**src/rtl/sprite_fetch_arbiter.sv**
```systemverilog
// Fixed-priority arbiter sharing one sprite-memory read port among N requesters.
// Tracks read ownership through the memory latency and keeps per-frame statistics.
module sprite_fetch_arbiter #(
  parameter int unsigned N      = 4,
  parameter int unsigned ADDR_W = 21,
  parameter int unsigned DATA_W = 8,
  parameter int unsigned RD_LAT = 2,
  parameter int unsigned ID_W   = 2,
  parameter int unsigned CNT_W  = 16
) (
  input  logic                clk,
  input  logic                rst_n,
  input  logic                frame_start,
  input  logic [N-1:0]        req_on,
  input  logic [N*ADDR_W-1:0] req_addr,
  input  logic                mem_ready,
  output logic [ADDR_W-1:0]   mem_addr,
  output logic                mem_rd,
  input  logic [DATA_W-1:0]   mem_data,
  output logic [N-1:0]        grant,
  output logic                pix_valid,
  output logic [ID_W-1:0]     pix_owner,
  output logic [DATA_W-1:0]   pix_data,
  output logic [CNT_W-1:0]    conflict_count,
  output logic [CNT_W-1:0]    stall_count
);

  // arbitration results
  logic              any_req;
  logic              issue;
  logic              found;
  logic [ID_W-1:0]   winner;
  logic [ADDR_W-1:0] win_addr;
  logic [CNT_W-1:0]  req_cnt;

  // statistics
  logic [CNT_W-1:0]  conf_inc;
  logic [CNT_W-1:0]  stall_inc;
  logic [CNT_W:0]    conf_sum;
  logic [CNT_W:0]    stall_sum;

  // state
  logic [ADDR_W-1:0]            mem_addr_q,    mem_addr_d;
  logic                         mem_rd_q,      mem_rd_d;
  logic [N-1:0]                 grant_q,       grant_d;
  logic [ID_W-1:0]              owner_q,       owner_d;
  logic [RD_LAT-1:0]            tag_vld_q,     tag_vld_d;
  logic [RD_LAT-1:0][ID_W-1:0]  tag_own_q,     tag_own_d;
  logic                         pix_valid_q,   pix_valid_d;
  logic [ID_W-1:0]              pix_owner_q,   pix_owner_d;
  logic [DATA_W-1:0]            pix_data_q,    pix_data_d;
  logic [CNT_W-1:0]             conflict_q,    conflict_d;
  logic [CNT_W-1:0]             stall_q,       stall_d;

  // Lowest index wins; also counts requesters for the conflict statistics.
  always_comb begin
    found    = 1'b0;
    winner   = '0;
    win_addr = '0;
    req_cnt  = '0;
    for (int unsigned i = 0; i < N; i++) begin
      req_cnt = req_cnt + CNT_W'(req_on[i]);
      if (req_on[i] && !found) begin
        found    = 1'b1;
        winner   = ID_W'(i);
        win_addr = req_addr[i*ADDR_W +: ADDR_W];
      end
    end
    any_req = found;
    issue   = found & mem_ready;
  end

  // Issue stage; address holds when nothing is issued.
  always_comb begin
    mem_rd_d   = issue;
    grant_d    = issue ? (N'(1) << winner) : '0;
    mem_addr_d = issue ? win_addr : mem_addr_q;
    owner_d    = winner;
  end

  // Tag pipeline fed from the registered issue stage so its exit lines up with mem_data.
  always_comb begin
    tag_vld_d    = '0;
    tag_own_d    = '0;
    tag_vld_d[0] = mem_rd_q;
    tag_own_d[0] = owner_q;
    for (int unsigned i = 1; i < RD_LAT; i++) begin
      tag_vld_d[i] = tag_vld_q[i-1];
      tag_own_d[i] = tag_own_q[i-1];
    end
  end

  // Return stage: capture data for valid tags, otherwise hold the last pixel.
  always_comb begin
    pix_valid_d = tag_vld_q[RD_LAT-1];
    pix_owner_d = pix_owner_q;
    pix_data_d  = pix_data_q;
    if (tag_vld_q[RD_LAT-1]) begin
      pix_owner_d = tag_own_q[RD_LAT-1];
      pix_data_d  = mem_data;
    end
  end

  // Saturating per-frame counters; frame_start restarts with this cycle's increment.
  always_comb begin
    conf_inc  = '0;
    stall_inc = '0;
    if (issue) begin
      conf_inc = req_cnt - CNT_W'(1);
    end else if (any_req) begin
      conf_inc  = req_cnt;
      stall_inc = CNT_W'(1);
    end
    conf_sum  = {1'b0, conflict_q} + {1'b0, conf_inc};
    stall_sum = {1'b0, stall_q} + {1'b0, stall_inc};
    if (frame_start) begin
      conflict_d = conf_inc;
      stall_d    = stall_inc;
    end else begin
      conflict_d = conf_sum[CNT_W]  ? '1 : conf_sum[CNT_W-1:0];
      stall_d    = stall_sum[CNT_W] ? '1 : stall_sum[CNT_W-1:0];
    end
  end

  always_ff @(posedge clk or negedge rst_n) begin
    if (!rst_n) begin
      mem_addr_q  <= '0;
      mem_rd_q    <= 1'b0;
      grant_q     <= '0;
      owner_q     <= '0;
      tag_vld_q   <= '0;
      tag_own_q   <= '0;
      pix_valid_q <= 1'b0;
      pix_owner_q <= '0;
      pix_data_q  <= '0;
      conflict_q  <= '0;
      stall_q     <= '0;
    end else begin
      mem_addr_q  <= mem_addr_d;
      mem_rd_q    <= mem_rd_d;
      grant_q     <= grant_d;
      owner_q     <= owner_d;
      tag_vld_q   <= tag_vld_d;
      tag_own_q   <= tag_own_d;
      pix_valid_q <= pix_valid_d;
      pix_owner_q <= pix_owner_d;
      pix_data_q  <= pix_data_d;
      conflict_q  <= conflict_d;
      stall_q     <= stall_d;
    end
  end

  assign mem_addr       = mem_addr_q;
  assign mem_rd         = mem_rd_q;
  assign grant          = grant_q;
  assign pix_valid      = pix_valid_q;
  assign pix_owner      = pix_owner_q;
  assign pix_data       = pix_data_q;
  assign conflict_count = conflict_q;
  assign stall_count    = stall_q;

endmodule

```
**config.mk**
```make
export PLATFORM = sky130hd
export DESIGN_NAME = sprite_fetch_arbiter
export DESIGN_NICKNAME = d
export VERILOG_FILES = /design/src/rtl/sprite_fetch_arbiter.sv
export SDC_FILE = /design/constraint.sdc
export NUM_CORES = 1
export LEC_CHECK = 0
export CORE_UTILIZATION = 49
export CTS_BUF_LIST = sky130_fd_sc_hd__clkbuf_4
export DETAILED_ROUTE_END_ITERATION = 12
export GPL_TIMING_DRIVEN = 0
export PLACE_DENSITY_LB_ADDON = 0.08
export SYNTH_ARGS = -nofsm -noshare
export SYNTH_HDL_FRONTEND = slang
export SYNTH_SLANG_ARGS = --single-unit
```
**constraint.sdc**
```tcl
create_clock -name clk -period 4.45 [get_ports clk]
set_input_delay 0.6675 -clock clk [delete_from_list [all_inputs] [get_ports clk]]
set_output_delay 0.6675 -clock clk [all_outputs]
set_load 0.01 [all_outputs]
```
Word level (Yosys, flattened, before mapping)
Index checks and enable logic that the tools add are counted.

Register bits after elaboration: 77. Input port bits: 100.

Add/sub/neg operators: 6. Shift-type cells: 1. Muxes and demuxes: 20. Bitwise gates (word level): 1. Reductions and logical operators: 6.

Operator list (number): 21-bit two-way mux (4); 16-bit two-way mux (5); 16-bit by 16-bit adder with 17-bit output (2); 4-bit two-way mux (2); 1-bit two-way mux (7); 4-bit by 1-bit subtractor with 5-bit output (second input constant) (1); 3-bit by 1-bit adder with 4-bit output (1); 2-bit two-way mux (2); 1-bit by 2-bit left shift with 4-bit output (first input constant) (1); 2-bit by 1-bit adder with 3-bit output (1); 1-bit logical AND (3); 1-bit zero test (3); 1-bit by 1-bit adder with 2-bit output (1); 1-bit AND (1).

Depth between registers and ports, before layout
Gate-level depths: netlist of the first run.

Depth after elaboration: 15. Depth in mapped cells: 18. Depth with buffers taken out: 17.

Worst setup path before layout of the first run
Ideal clock, no wire load.

Path type: input to register. Start point: in req_on[0]. End point: reg conflict_q[14], in the netlist conflict_count[14]. Setup time: 136 ps. Arrival: 3610 ps. Required time: 4314 ps. Slack: 704 ps. Stages: 15. Buffers on the path: 0. Cells stage by stage: inv_1 -> fa_1 -> inv_1 -> ha_1 -> inv_1 -> ha_1 -> xnor2_1 -> or2_2 -> fa_1 -> nand2b_1 -> a21oi_1 -> o21ai_2 -> o31ai_1 -> xnor2_1 -> o22ai_2.

Cells in the longest elaborated chain, start to end: 15. Elaborated cells on any way between the ends: 20. Those cells by class: 5 x add/sub; 8 x mux; 1 x bitwise; 6 x reduce/logical.

RTL lines: start: declaration (line 14) `input logic [N-1:0] req_on,`; parallel branches: the longest is 11 deep, another holds 4-bit by 1-bit subtractor with 5-bit output; 16-bit two-way mux * (line 108) `if (issue) begin`; 16-bit by 16-bit adder with 17-bit output (line 114) `conf_sum = {1'b0, conflict_q} + {1'b0, conf_inc};`; 16-bit two-way mux (line 120) `conflict_d = conf_sum[CNT_W] ? '1 : conf_sum[CNT_W-1:0];`; 16-bit two-way mux * (line 116) `if (frame_start) begin`; named net conflict_d[14] (line 52) `logic [CNT_W-1:0] conflict_q, conflict_d;`; end signal: assignment (line 148) `conflict_q <= conflict_d;`; end: declaration (line 52).

Mark *: on every way through the listed nets, which the timed path passes. A chain may end at the register's enable or synchronous reset.

Worst setup path in the final report of the first run
Start point: in req_on[0]. End point: reg conflict_q[13], in the netlist conflict_count[13].

The elaborated chain is that of the path after synthesis.

==> PnR_summary.wiki, run 1 <==
{| class="wikitable"
! Metric !! Value
|-
| Sequential power share || 39.5%
|-
| Outcome || finished clean
|-
| Wire length of the first global-routing pass || 19,500 um
|-
| Syn Inst Count || 418
|-
| Number of DRC markers in iteration 0 || 226
|-
| Post-CTS repair timing setup buffer count || 0
|-
| Leakage dissipation || 2.57 nW
|-
| Share of cells above drive strength 1 || 10.3%
|-
| Power after layout || 2.13 mW
|-
| Switching component of the power || 0.717 mW
|-
| Overall fraction of global-route tracks in use || 28.3%
|-
| Root buf cell || clkbuf_4
|-
| Clock period minus worst slack || 4160 ps
|-
| Final std cells w/o fill || 706
|-
| Final period utilization || 93.6%
|-
| Effective utilization at floorplan || 51.3%
|-
| TritonCTS clock tree || done
|-
| Remaining global-route overflow || 0
|-
| Total internal power || 1.41 mW
|-
| Setup slack after layout || 286 ps
|-
| Total number of vias || 4,007
|-
| Logic gate share of total power || 39.2%
|-
| Crit Path Class || primary input to flip-flop
|-
| Count of pins on the block boundary || 169
|-
| Part of the power in the clock network || 21.2%
|-
| H-tree level count || 3
|-
| Netlist Area Pre-Place || 4260 um2
|-
| Dpl ws || -152 ps
|-
| Post-synthesis sequential element count || 77
|-
| DRC violations left || 0
|-
| Max Transition Viols Final || 0
|-
| Clock-pin slew of the registers on the worst-case setup and hold paths || 140 ps
|-
| Setup repair after global routing missed its margin || false
|-
| Startpoint of the lowest-slack register-to-register path || conflict_count[0]
|-
| Number of antenna violations at the first check in global routing || 0
|-
| Final number of hold-violating endpoints || 0
|-
| Number of warning messages in the yosys log || 0
|-
| Slew at the pin closest to its max-slew limit || 517 ps
|-
| Post-CTS Hold Buffers || 0
|-
| Most instantiated flip-flop cell in the synthesis netlist || dfrtp_1
|-
| Source-to-sink clock delay at the later pin of the worst-skew pair || 450 ps
|-
| Total wire length after detailed routing || 11,900 um
|-
| Synthesized netlist net count || 544
|-
| Die Footprint || 9060 um2
|-
| Category of the worst setup path capture point || flip-flop
|-
| Layout Utilization || 74.9%
|-
| Number of antenna diodes || 0
|-
| Slew Limit Headroom || 65.5%
|-
| Largest net degree at the start of global routing || 60
|-
| Last weighted congestion value of the routability-driven placer || 0.822
|-
| Wirelength per Cell || 16.9 um
|-
| # placed instances || 690
|-
| Worst Path Arrival || 4480 ps
|-
| Number of nets with antenna violations after routing || 0
|-
| Routed vias/inst || 5.68
|-
| 1st-pass router iterations || 8
|-
| Number of buffer cells added on primary ports || 166
|-
| Fmax || 0.240 GHz
|-
| Peak supply drop || 0.000149 V
|-
| Detailed Place HPWL || 9120 um
|-
| Worst-case clock buffer depth || 2
|-
| Number of clock buffers inserted by TritonCTS || 9
|-
| Worst Skew || 25.1 ps
|-
| Placeable Area || 8300 um2
|-
| Crit path from || req_on[0]
|-
| Placement row count || 33
|-
| Width of the die || 95.2 um
|-
| Sequential cell area fraction in the yosys report || 45.3%
|-
| Pwr/cell area || 342 nW/um2
|-
| Number of gates resized after cts || 0
|-
| Max-cap violations || 0
|-
| Via count of the first global-routing pass || 4,135
|-
| Switch share || 33.7%
|-
| Sink count of the clock tree || 77
|-
| Crit path launch type || primary input
|-
| # nets final || 722
|-
| Number of distinct library cells after synthesis || 57
|-
| Number of enable-type register cells in the synthesized netlist || 0
|-
| Worst hold path class || primary input to async pin
|-
| Worst endpoint required time || 4770 ps
|-
| Share of flip-flops with an asynchronous set or reset after synthesis || 100%
|-
| Synth-to-layout area growth || 46.2%
|-
| Largest driver fanout on the critical path || 4
|-
| Die height || 95.2 um
|-
| Mean area per synthesized cell || 10.2 um2
|-
| Final setup violating endpoints || 0
|}
==> synth_stat cells, drive strengths merged, types with 2 or more instances <==
cell	number	area, um2
and2	3	21.3
fa	2	40.0
o211ai	4	30.0
o22ai	4	31.3
nor3b	6	61.3
nor3	6	40.0
a222oi	21	210
inv	14	52.6
o21bai	2	15.0
a21o	4	30.0
nand4	6	37.5
o21ai	12	71.3
nand3	10	50.1
and3	2	12.5
nor2	41	176
nand2	38	143
a31oi	23	144
dfrtp	77	1930
clkbuf	13	48.8
nand2b	3	21.3
xor2	10	87.6
mux2	11	124
nor2b	4	25.0
xnor2	15	131
a21oi	35	179
a2bb2oi	2	23.8
a211oi	2	20.0
ha	24	300
buf	11	76.3
==> cell type report <==
class | instances | area (um2)
Multi-Input combinational cell | 303 | 2150
Fill cell | 618 | 2080
Sequential cell | 77 | 1930
Timing Repair Buffer | 167 | 1690
Tap cell | 105 | 131
Buffer | 24 | 125
Clock buffer | 10 | 75.1
Clock inverter | 6 | 71.3
Inverter | 14 | 52.6
==> per-stage QoR <==
step	instance area (um2)	hold slack, ps	TNS, ps
floorplan	4260	331	0
detailed placement	6070	335	-1630
global route	6220	56.5	0
finish	6220	77.8	0
global placement	6050	332	-4760
CTS	6220	70.5	0
==> layer usage <==
metal,global-route usage (%),wire length [um]
met1,31.9,4610
met2,48.9,6110
met3,9.17,891
met4,12.0,297
met5,0,0
==> cells by family after synthesis <==
kind of cell | after synthesis | share of synthesized area, %
simple gates | 123 | 14.7
compound gates | 117 | 19.6
flops | 77 | 45.3
buf+inv | 38 | 4.18
fa+ha+maj | 26 | 8.00
xor+xnor | 25 | 5.15
mux | 12 | 3.15
==> placed cells by master (no fill, tap or decap), drive strengths merged, types with 3 or more instances in the layout <==
cell             n
o211ai           4
xnor2           15
nor3             6
and2             3
clkbuf          23
a21oi           35
nor2            41
ha              24
nand3           10
nor2b            4
xor2            10
dfrtp           77
nand4            6
inv             15
buf             13
nand2b           3
o22ai            4
a222oi          21
o21ai           12
mux2            11
nor3b            6
a21o             4
clkdlybuf4s50  165
nand2           38
a31oi           23
==> power groups by stage <==
| stage | Clock (mW) | Sequential (mW) | Combinational, mW |
|---|---|---|---|
| floorplan | 0 | 0.889 | 0.425 |
| global placement | 0 | 0.852 | 0.809 |
| detailed placement | 0 | 0.856 | 0.834 |
| CTS | 0.458 | 0.842 | 0.839 |
| global route | 0.493 | 0.851 | 0.923 |
| finish | 0.452 | 0.841 | 0.836 |
==> path summary, 6_finish.rpt <==
check	slack, ps	cells past startpoint	to
setup / recovery	290	18	conflict_count[13]
max in group asynchronous	3780	2	mem_addr[11]
hold / removal	80	1	pix_data[0]
setup reg to reg	2070	10	conflict_count[8]
hold reg to reg	370	0	tag_own_d[2]
min in group clk	370	0	tag_own_d[2]
==> state kept, by name, summed over array words and instances (netlist names), 4 cells and up <==
signal / flops
mem_addr: 21
pix_data: 8
grant: 4
stall_count: 16
conflict_count: 16
==> critical path: stages <==
cell and delay [ps]:
clkdlybuf4s50_1 450, inv_1 100, fa_1 550, inv_1 40
ha_1 190, inv_1 80, ha_1 250, nor2_1 100
ha_1 230, mux2_2 280, nor2_1 100, ha_1 280
o211ai_1 210, o21ai_1 140, o211ai_1 350, o211ai_1 180
xnor2_1 170, o22ai_1 100
Power figures use the tool's default switching activity.
==> inputs of run 2 (changes only) <==
--- a/config.mk
+++ b/config.mk
@@ -10,6 +10,7 @@
 export DETAILED_ROUTE_END_ITERATION = 12
 export GPL_TIMING_DRIVEN = 0
 export PLACE_DENSITY_LB_ADDON = 0.08
+export SETUP_SLACK_MARGIN = 0.4
 export SYNTH_ARGS = -nofsm -noshare
 export SYNTH_HDL_FRONTEND = slang
 export SYNTH_SLANG_ARGS = --single-unit
==> run 2 against run 1 <==
  * Count of clock-buffer cells in the layout stayed put
  * Global-route usage increased by 0.75 points
  * Largest power group is now combinational cells
  * Clock power barely moved
  * Highest routed layer unchanged
  * Critical endpoint is now conflict_count[3]
  * Combinational power up 11%
  * Worst setup slack better by 220 ps
  * Critical path type unchanged
  * Fmax is 5.5% higher
  * Final cell count is 1.7% higher
  * Design area is 3.9% higher
  * Sequential power is 0.5% higher
  * Critical path depth is 2 higher
  * Sequential cell count stayed put
==> PnR_summary.wiki, run 2 (synthesized netlist as in run 1, its figures left out) <==
{| class="wikitable"
! Metric !! Value
|-
| Width of the die || 95.2 um (unchanged)
|-
| Clock-pin slew of the registers on the worst-case setup and hold paths || 140 ps (about the same)
|-
| Total wire length after detailed routing || 12,500 um (+5.0%)
|-
| Number of antenna diodes || 0 (unchanged)
|-
| Number of DRC markers in iteration 0 || 239 (+5.8%)
|-
| TritonCTS clock tree || done
|-
| Max Transition Viols Final || 0 (unchanged)
|-
| # placed instances || 690 (unchanged)
|-
| Crit Path Class || primary input to flip-flop
|-
| Via count of the first global-routing pass || 4,246 (+2.7%)
|-
| Detailed Place HPWL || 9120 um (unchanged)
|-
| Number of clock buffers inserted by TritonCTS || 9 (unchanged)
|-
| Placeable Area || 8300 um2 (unchanged)
|-
| Remaining global-route overflow || 0 (unchanged)
|-
| Cell-by-cell listing of the critical path || clkdlybuf4s50_1, inv_2, fa_1, inv_2, ha_4, inv_2, ha_4, nor2_1, ha_1, and2_4, buf_4, ha_1, buf_2, o21ai_2, a211oi_4, nand3_2, o21ai_4, nor2_4, buf_4, a2bb2oi_2
|-
| Slew at the pin closest to its max-slew limit || 520 ps (+3.44 ps)
|-
| H-tree level count || 3 (unchanged)
|-
| Final std cells w/o fill || 718 (+1.7%)
|-
| Number of buffer and inverter instances along the worst setup path || 7 (+3)
|-
| Last weighted congestion value of the routability-driven placer || 0.822 (unchanged)
|-
| Crit path launch type || primary input
|-
| Most common cell after layout, fill and taps aside || clkdlybuf4s50_1
|-
| Depth of the worst register-to-register path || 9 (-1)
|-
| Wirelength per Cell || 17.4 um (+3.3%)
|-
| # nets final || 734 (+1.7%)
|-
| Worst Skew || 25.2 ps (+0.153 ps)
|-
| Routed vias/inst || 5.70 (+0.41%)
|-
| Total number of vias || 4,092 (+2.1%)
|-
| Final period utilization || 88.7% (-4.9 points)
|-
| Sum of negative setup slack || 0 ps (unchanged)
|-
| Category of the worst setup path capture point || flip-flop
|-
| Cell type group with the largest total delay on the critical path || adder cells
|-
| 1st-pass router iterations || 7 (-1)
|-
| Number of nets with antenna violations after routing || 0 (unchanged)
|-
| Synth-to-layout area growth || 51.9%
|-
| Source-to-sink clock delay at the later pin of the worst-skew pair || 440 ps (about the same)
|-
| Slowest stage cell, crit path || clkdlybuf4s50_1
|-
| Placement row count || 33 (unchanged)
|-
| DRC violations left || 0 (unchanged)
|-
| Final Cell Area || 6460 um2 (+3.9%)
|-
| Effective utilization at floorplan || 51.3% (unchanged)
|-
| Cell seen most often among critical-path stages || inv_2
|-
| Largest net degree at the start of global routing || 60 (unchanged)
|-
| Number of flip-flops under the largest register name || 21 (unchanged)
|-
| Sink count of the clock tree || 77 (unchanged)
|-
| Clock period minus worst slack || 3950 ps (-217 ps)
|-
| Setup repair after global routing missed its margin || false
|-
| Total stage count of the critical path || 20 (+2)
|-
| Fmax || 0.253 GHz (+5.5%)
|-
| Largest stage delay, worst path || 470 ps (-80 ps)
|-
| Outcome || finished clean
|-
| Root buf cell || clkbuf_4
|-
| Final number of hold-violating endpoints || 0 (unchanged)
|-
| Number of buffer cells added on primary ports || 166 (unchanged)
|-
| Layout Utilization || 77.9% (+2.9 points)
|-
| Worst Path Arrival || 4310 ps (-170 ps)
|-
| Final setup violating endpoints || 0 (unchanged)
|-
| Post-CTS Hold Buffers || 0 (unchanged)
|-
| Count of pins on the block boundary || 169 (unchanged)
|-
| Pwr/cell area || 344 nW/um2 (+0.50%)
|-
| Peak supply drop || 0.000150 V (+1.2%)
|-
| Slew Limit Headroom || 65.3% (-0.23 points)
|-
| Number of antenna violations at the first check in global routing || 0 (unchanged)
|-
| Worst-case clock buffer depth || 2 (unchanged)
|-
| Share of cells above drive strength 1 || 15.5% (+5.2 points)
|-
| Largest driver fanout on the critical path || 8 (+4)
|-
| Wire length of the first global-routing pass || 19,900 um (+2.4%)
|-
| Leakage dissipation || 2.67 nW (+4.0%)
|-
| Cell area reported after detailed placement || 6070 um2 (unchanged)
|-
| Worst hold path class || primary input to async pin
|-
| Die height || 95.2 um (unchanged)
|-
| Overall fraction of global-route tracks in use || 29.0% (+0.75 points)
|-
| Die Footprint || 9060 um2 (unchanged)
|-
| Max-cap violations || 0 (unchanged)
|-
| Most frequent cells in the layout || 163 x clkdlybuf4s50_1, 77 x dfrtp_1, 38 x nand2_1, 37 x nor2_1, 29 x a21oi_1
|-
| Worst endpoint required time || 4810 ps (+40 ps)
|}
-- run 2: cell types whose count changed in the layout (fill, tap and decap cells not counted), sizes merged --
cell,before,now
buf,13,25
clkdlybuf4s50,165,163
dlymetal6s2s,0,2
-- run 2: worst register-to-register path, stage by stage, from the launching register on --
cell	delay, ps
dfrtp_1	370
ha_1	200
inv_1	70
fa_1	400
nand2b_1	200
a21oi_2	230
o21ai_4	130
o31ai_2	280
xnor2_1	180
o22ai_2	110
-- run 2: layer usage --
layer	up-vias	track usage, %	routed length, um
li1	1919	-	-
met1	1960	32.4	4810
met2	184	50.7	6440
met3	29	9.17	915
met4	0	12.2	334
met5	-	0	0
-- run 2: path summary, 6_finish.rpt --
check	from	endpoint	slack [ps]
worst max-delay path	req_on[0]	conflict_count[3]	500
worst min-delay path	rst_n	pix_data[0]	80
worst max register to register	conflict_count[0]	conflict_count[14]	2170
worst min register to register	owner_q[0]	tag_own_d[2]	370
max in group asynchronous	rst_n	stall_count[2]	3780
min in group clk	owner_q[0]	tag_own_d[2]	370
-- run 2: cell type report --
type	instances	area [um2]
Inverter	14	52.6
Buffer	24	128
Timing Repair Buffer	179	1780
Sequential cell	77	1930
Fill cell	578	1840
Tap cell	105	131
Clock inverter	6	71.3
Multi-Input combinational cell	303	2300
Clock buffer	10	75.1
-- run 2: power by group --
group	internal (mW)	switching (mW)
combinational	0.491	0.435
clock	0.181	0.271
sequential	0.787	0.0578
-- run 2: stage by stage --
stage	power [mW]	hold WS [ps]	worst slack, ps
CTS	2.17	70.5	396
global route	2.36	56.5	366
floorplan	1.31	331	704
detailed placement	1.69	335	-152
finish	2.22	82.1	503
global placement	1.66	332	-106
-- run 2: timing repair --
item | 4_1_cts | 5_1_grt
hold endpoints to repair | 0 | 0
endpoints found under the setup margin | 13 | 16
setup buffers | 9 | 2
gates resized for setup | 12 | 22
gates cloned | 1 | 0
pin swaps | 6 | 12
==> inputs of run 3 (changes only) <==
--- a/config.mk
+++ b/config.mk
@@ -5,10 +5,10 @@
 export SDC_FILE = /design/constraint.sdc
 export NUM_CORES = 1
 export LEC_CHECK = 0
-export CORE_UTILIZATION = 49
+export CORE_UTILIZATION = 50
 export CTS_BUF_LIST = sky130_fd_sc_hd__clkbuf_4
 export DETAILED_ROUTE_END_ITERATION = 12
-export GPL_TIMING_DRIVEN = 0
+export DONT_BUFFER_PORTS = 1
 export PLACE_DENSITY_LB_ADDON = 0.08
 export SETUP_SLACK_MARGIN = 0.4
 export SYNTH_ARGS = -nofsm -noshare
==> run 3 against run 2 <==
  * Design area shrank 31%
  * Worst setup slack gained 290 ps
  * Clock skew shrank 6.1 ps
  * Largest power group is now sequential cells
  * Largest cell class unchanged
  * Final cell count shrank 28%
==> PnR_summary.wiki, run 3 (synthesized netlist as in run 1, its figures left out) <==
{| class="wikitable"
! Metric !! Value
|-
| Outcome || finished clean
|-
| Clock-pin slew of the registers on the worst-case setup and hold paths || 140 ps (about the same)
|-
| Worst Path Arrival || 3950 ps (-360 ps)
|-
| Number of nets with antenna violations after routing || 0 (unchanged)
|-
| Width of the die || 94.3 um (-0.98%)
|-
| Setup repair after global routing missed its margin || false
|-
| Last weighted congestion value of the routability-driven placer || 0.916 (+11%)
|-
| Max-cap violations || 0 (unchanged)
|-
| Largest net degree at the start of global routing || 78 (+30%)
|-
| Post-CTS repair timing setup buffer count || 0 (-9)
|-
| Remaining global-route overflow || 0 (unchanged)
|-
| Sink count of the clock tree || 77 (unchanged)
|-
| Slew Limit Headroom || 45.5% (-20 points)
|-
| Effective utilization at floorplan || 51.8% (+0.52 points)
|-
| Via count of the first global-routing pass || 3,249 (-23%)
|-
| Count of pins on the block boundary || 169 (unchanged)
|-
| Worst endpoint required time || 4740 ps (-70 ps)
|-
| 1st-pass router iterations || 6 (-1)
|-
| Most common cell after layout, fill and taps aside || dfrtp_1
|-
| Fmax || 0.274 GHz (+8.0%)
|-
| Number of DRC markers in iteration 0 || 134 (-44%)
|-
| Category of the worst setup path capture point || flip-flop
|-
| Slew at the pin closest to its max-slew limit || 817 ps (+297 ps)
|-
| Peak supply drop || 0.000154 V (+2.6%)
|-
| Number of flip-flops under the largest register name || 21 (unchanged)
|-
| Number of antenna diodes || 0 (unchanged)
|-
| Overall fraction of global-route tracks in use || 23.3% (-5.8 points)
|-
| Wirelength per Cell || 19.1 um (+9.5%)
|-
| Root buf cell || clkbuf_4
|-
| Crit path launch type || primary input
|-
| Clock period minus worst slack || 3650 ps (-292 ps)
|-
| Final Cell Area || 4480 um2 (-31%)
|-
| # nets final || 536 (-27%)
|-
| Worst Skew || 19.1 ps (-6.12 ps)
|-
| Routed vias/inst || 6.19 (+8.7%)
|-
| Cell area reported after detailed placement || 4300 um2 (-29%)
|-
| Most frequent cells in the layout || 77 x dfrtp_1, 38 x nand2_1, 38 x nor2_1, 34 x a21oi_1, 24 x ha_1
|-
| Hold Slack || 106 ps (+23.5 ps)
|-
| Detailed Place HPWL || 7140 um (-22%)
|-
| Largest driver fanout on the critical path || 13 (+5)
|-
| Number of antenna violations at the first check in global routing || 0 (unchanged)
|-
| Placeable Area || 8220 um2 (-1.0%)
|-
| Sum of negative setup slack || 0 ps (unchanged)
|-
| Final setup violating endpoints || 0 (unchanged)
|-
| H-tree level count || 3 (unchanged)
|-
| Total wire length after detailed routing || 9920 um (-21%)
|-
| Die Footprint || 8880 um2 (-2.0%)
|-
| Total number of vias || 3,221 (-21%)
|-
| Share of cells above drive strength 1 || 13.3% (-2.2 points)
|-
| Source-to-sink clock delay at the later pin of the worst-skew pair || 430 ps (about the same)
|-
| Layout fillers || 754 (+30%)
|-
| Worst-case clock buffer depth || 2 (unchanged)
|-
| Final number of hold-violating endpoints || 0 (unchanged)
|-
| Placement row count || 33 (unchanged)
|-
| Leakage dissipation || 1.90 nW (-29%)
|-
| Wire length of the first global-routing pass || 15,800 um (-21%)
|-
| Number of clock buffers inserted by TritonCTS || 9 (unchanged)
|-
| Max Transition Viols Final || 0 (unchanged)
|-
| Final period utilization || 82.1% (-6.6 points)
|-
| DRC violations left || 0 (unchanged)
|-
| Number of gates resized after cts || 0 (-12)
|-
| Area occupied by registers || 1930 um2 (unchanged)
|-
| Crit Path Class || primary input to flip-flop
|-
| Number of buffer cells added on primary ports || 0 (-100%)
|-
| Worst hold path class || primary input to async pin
|-
| Die height || 94.3 um (-0.98%)
|-
| Post-CTS Hold Buffers || 1 (+1)
|-
| TritonCTS clock tree || done
|-
| Pwr/cell area || 416 nW/um2 (+21%)
|-
| Synth-to-layout area growth || 5.20%
|-
| Area occupied by multi-input gates || 2160 um2 (-6.0%)
|}
run 3: cell types whose count changed in the layout (fill, tap and decap cells not counted), moves of 3 or more:
cell / before / now
a21oi_1: 29 / 34
a21oi_2: 6 / 1
clkbuf_1: 13 / 0
inv_2: 4 / 1
buf_2: 6 / 0
clkdlybuf4s50_1: 163 / 0
buf_4: 15 / 4
inv_1: 10 / 13
ha_1: 19 / 24
ha_4: 4 / 0
buf_6: 3 / 0
run 3: routing by layer:
metal / global-route usage [%] / up-vias / routed length (um)
met4: 7.05 / 0 / 177
li1: - / 1515 / -
met3: 7.44 / 14 / 831
met2: 42.3 / 134 / 5150
met1: 25.5 / 1558 / 3760
met5: 0 / - / 0
run 3: critical path: stages:
cell and delay [ps]:
inv_1 80, fa_1 550, inv_1 40, ha_1 190, inv_1 60, ha_1 240
nor2_1 100, ha_1 140, and2_4 250, ha_1 320, a21oi_1 230, o21ai_0 190
o41ai_2 270, o21ai_2 160, nor2_4 350, a21oi_1 130
run 3: cell type report:
cell class / count / share of cell area [%]
clock inverter: 7 / 1.84
multi-input combinational: 303 / 48.2
inverter: 14 / 1.17
timing repair buffer: 5 / 1.29
clock buffer: 9 / 1.51
sequential: 77 / 43.0
tap: 105 / 2.93
run 3: final timing paths:
check	from	endpoint	slack, ps	depth (start not counted)
worst max-delay path	req_on[0]	conflict_count[6]	800	16
worst min-delay path	rst_n	pix_data[0]	110	1
worst max register to register	stall_count[0]	stall_count[0]	1990	6
worst min register to register	owner_q[1]	tag_own_d[3]	370	0
max in group asynchronous	rst_n	stall_count[15]	4020	1
min in group clk	frame_start	stall_count[6]	280	1
run 3: power by group:
part | switching, mW | internal, mW
combinational | 0.282 | 0.227
clock | 0.271 | 0.181
sequential | 0.113 | 0.787
total | 0.666 | 1.20
run 3: stage by stage:
stage          utilization, %  setup slack, ps  cells  power (mW)
4_1_cts                  54.5              812    520        1.88
6_report                 54.5              795    520        1.86
2_1_floorplan               -              704    418        1.31
3_5_place_dp             52.3              340    503        1.41
5_1_grt                  54.5              582    520        1.99
3_3_place_gp             52.3              448    503        1.40
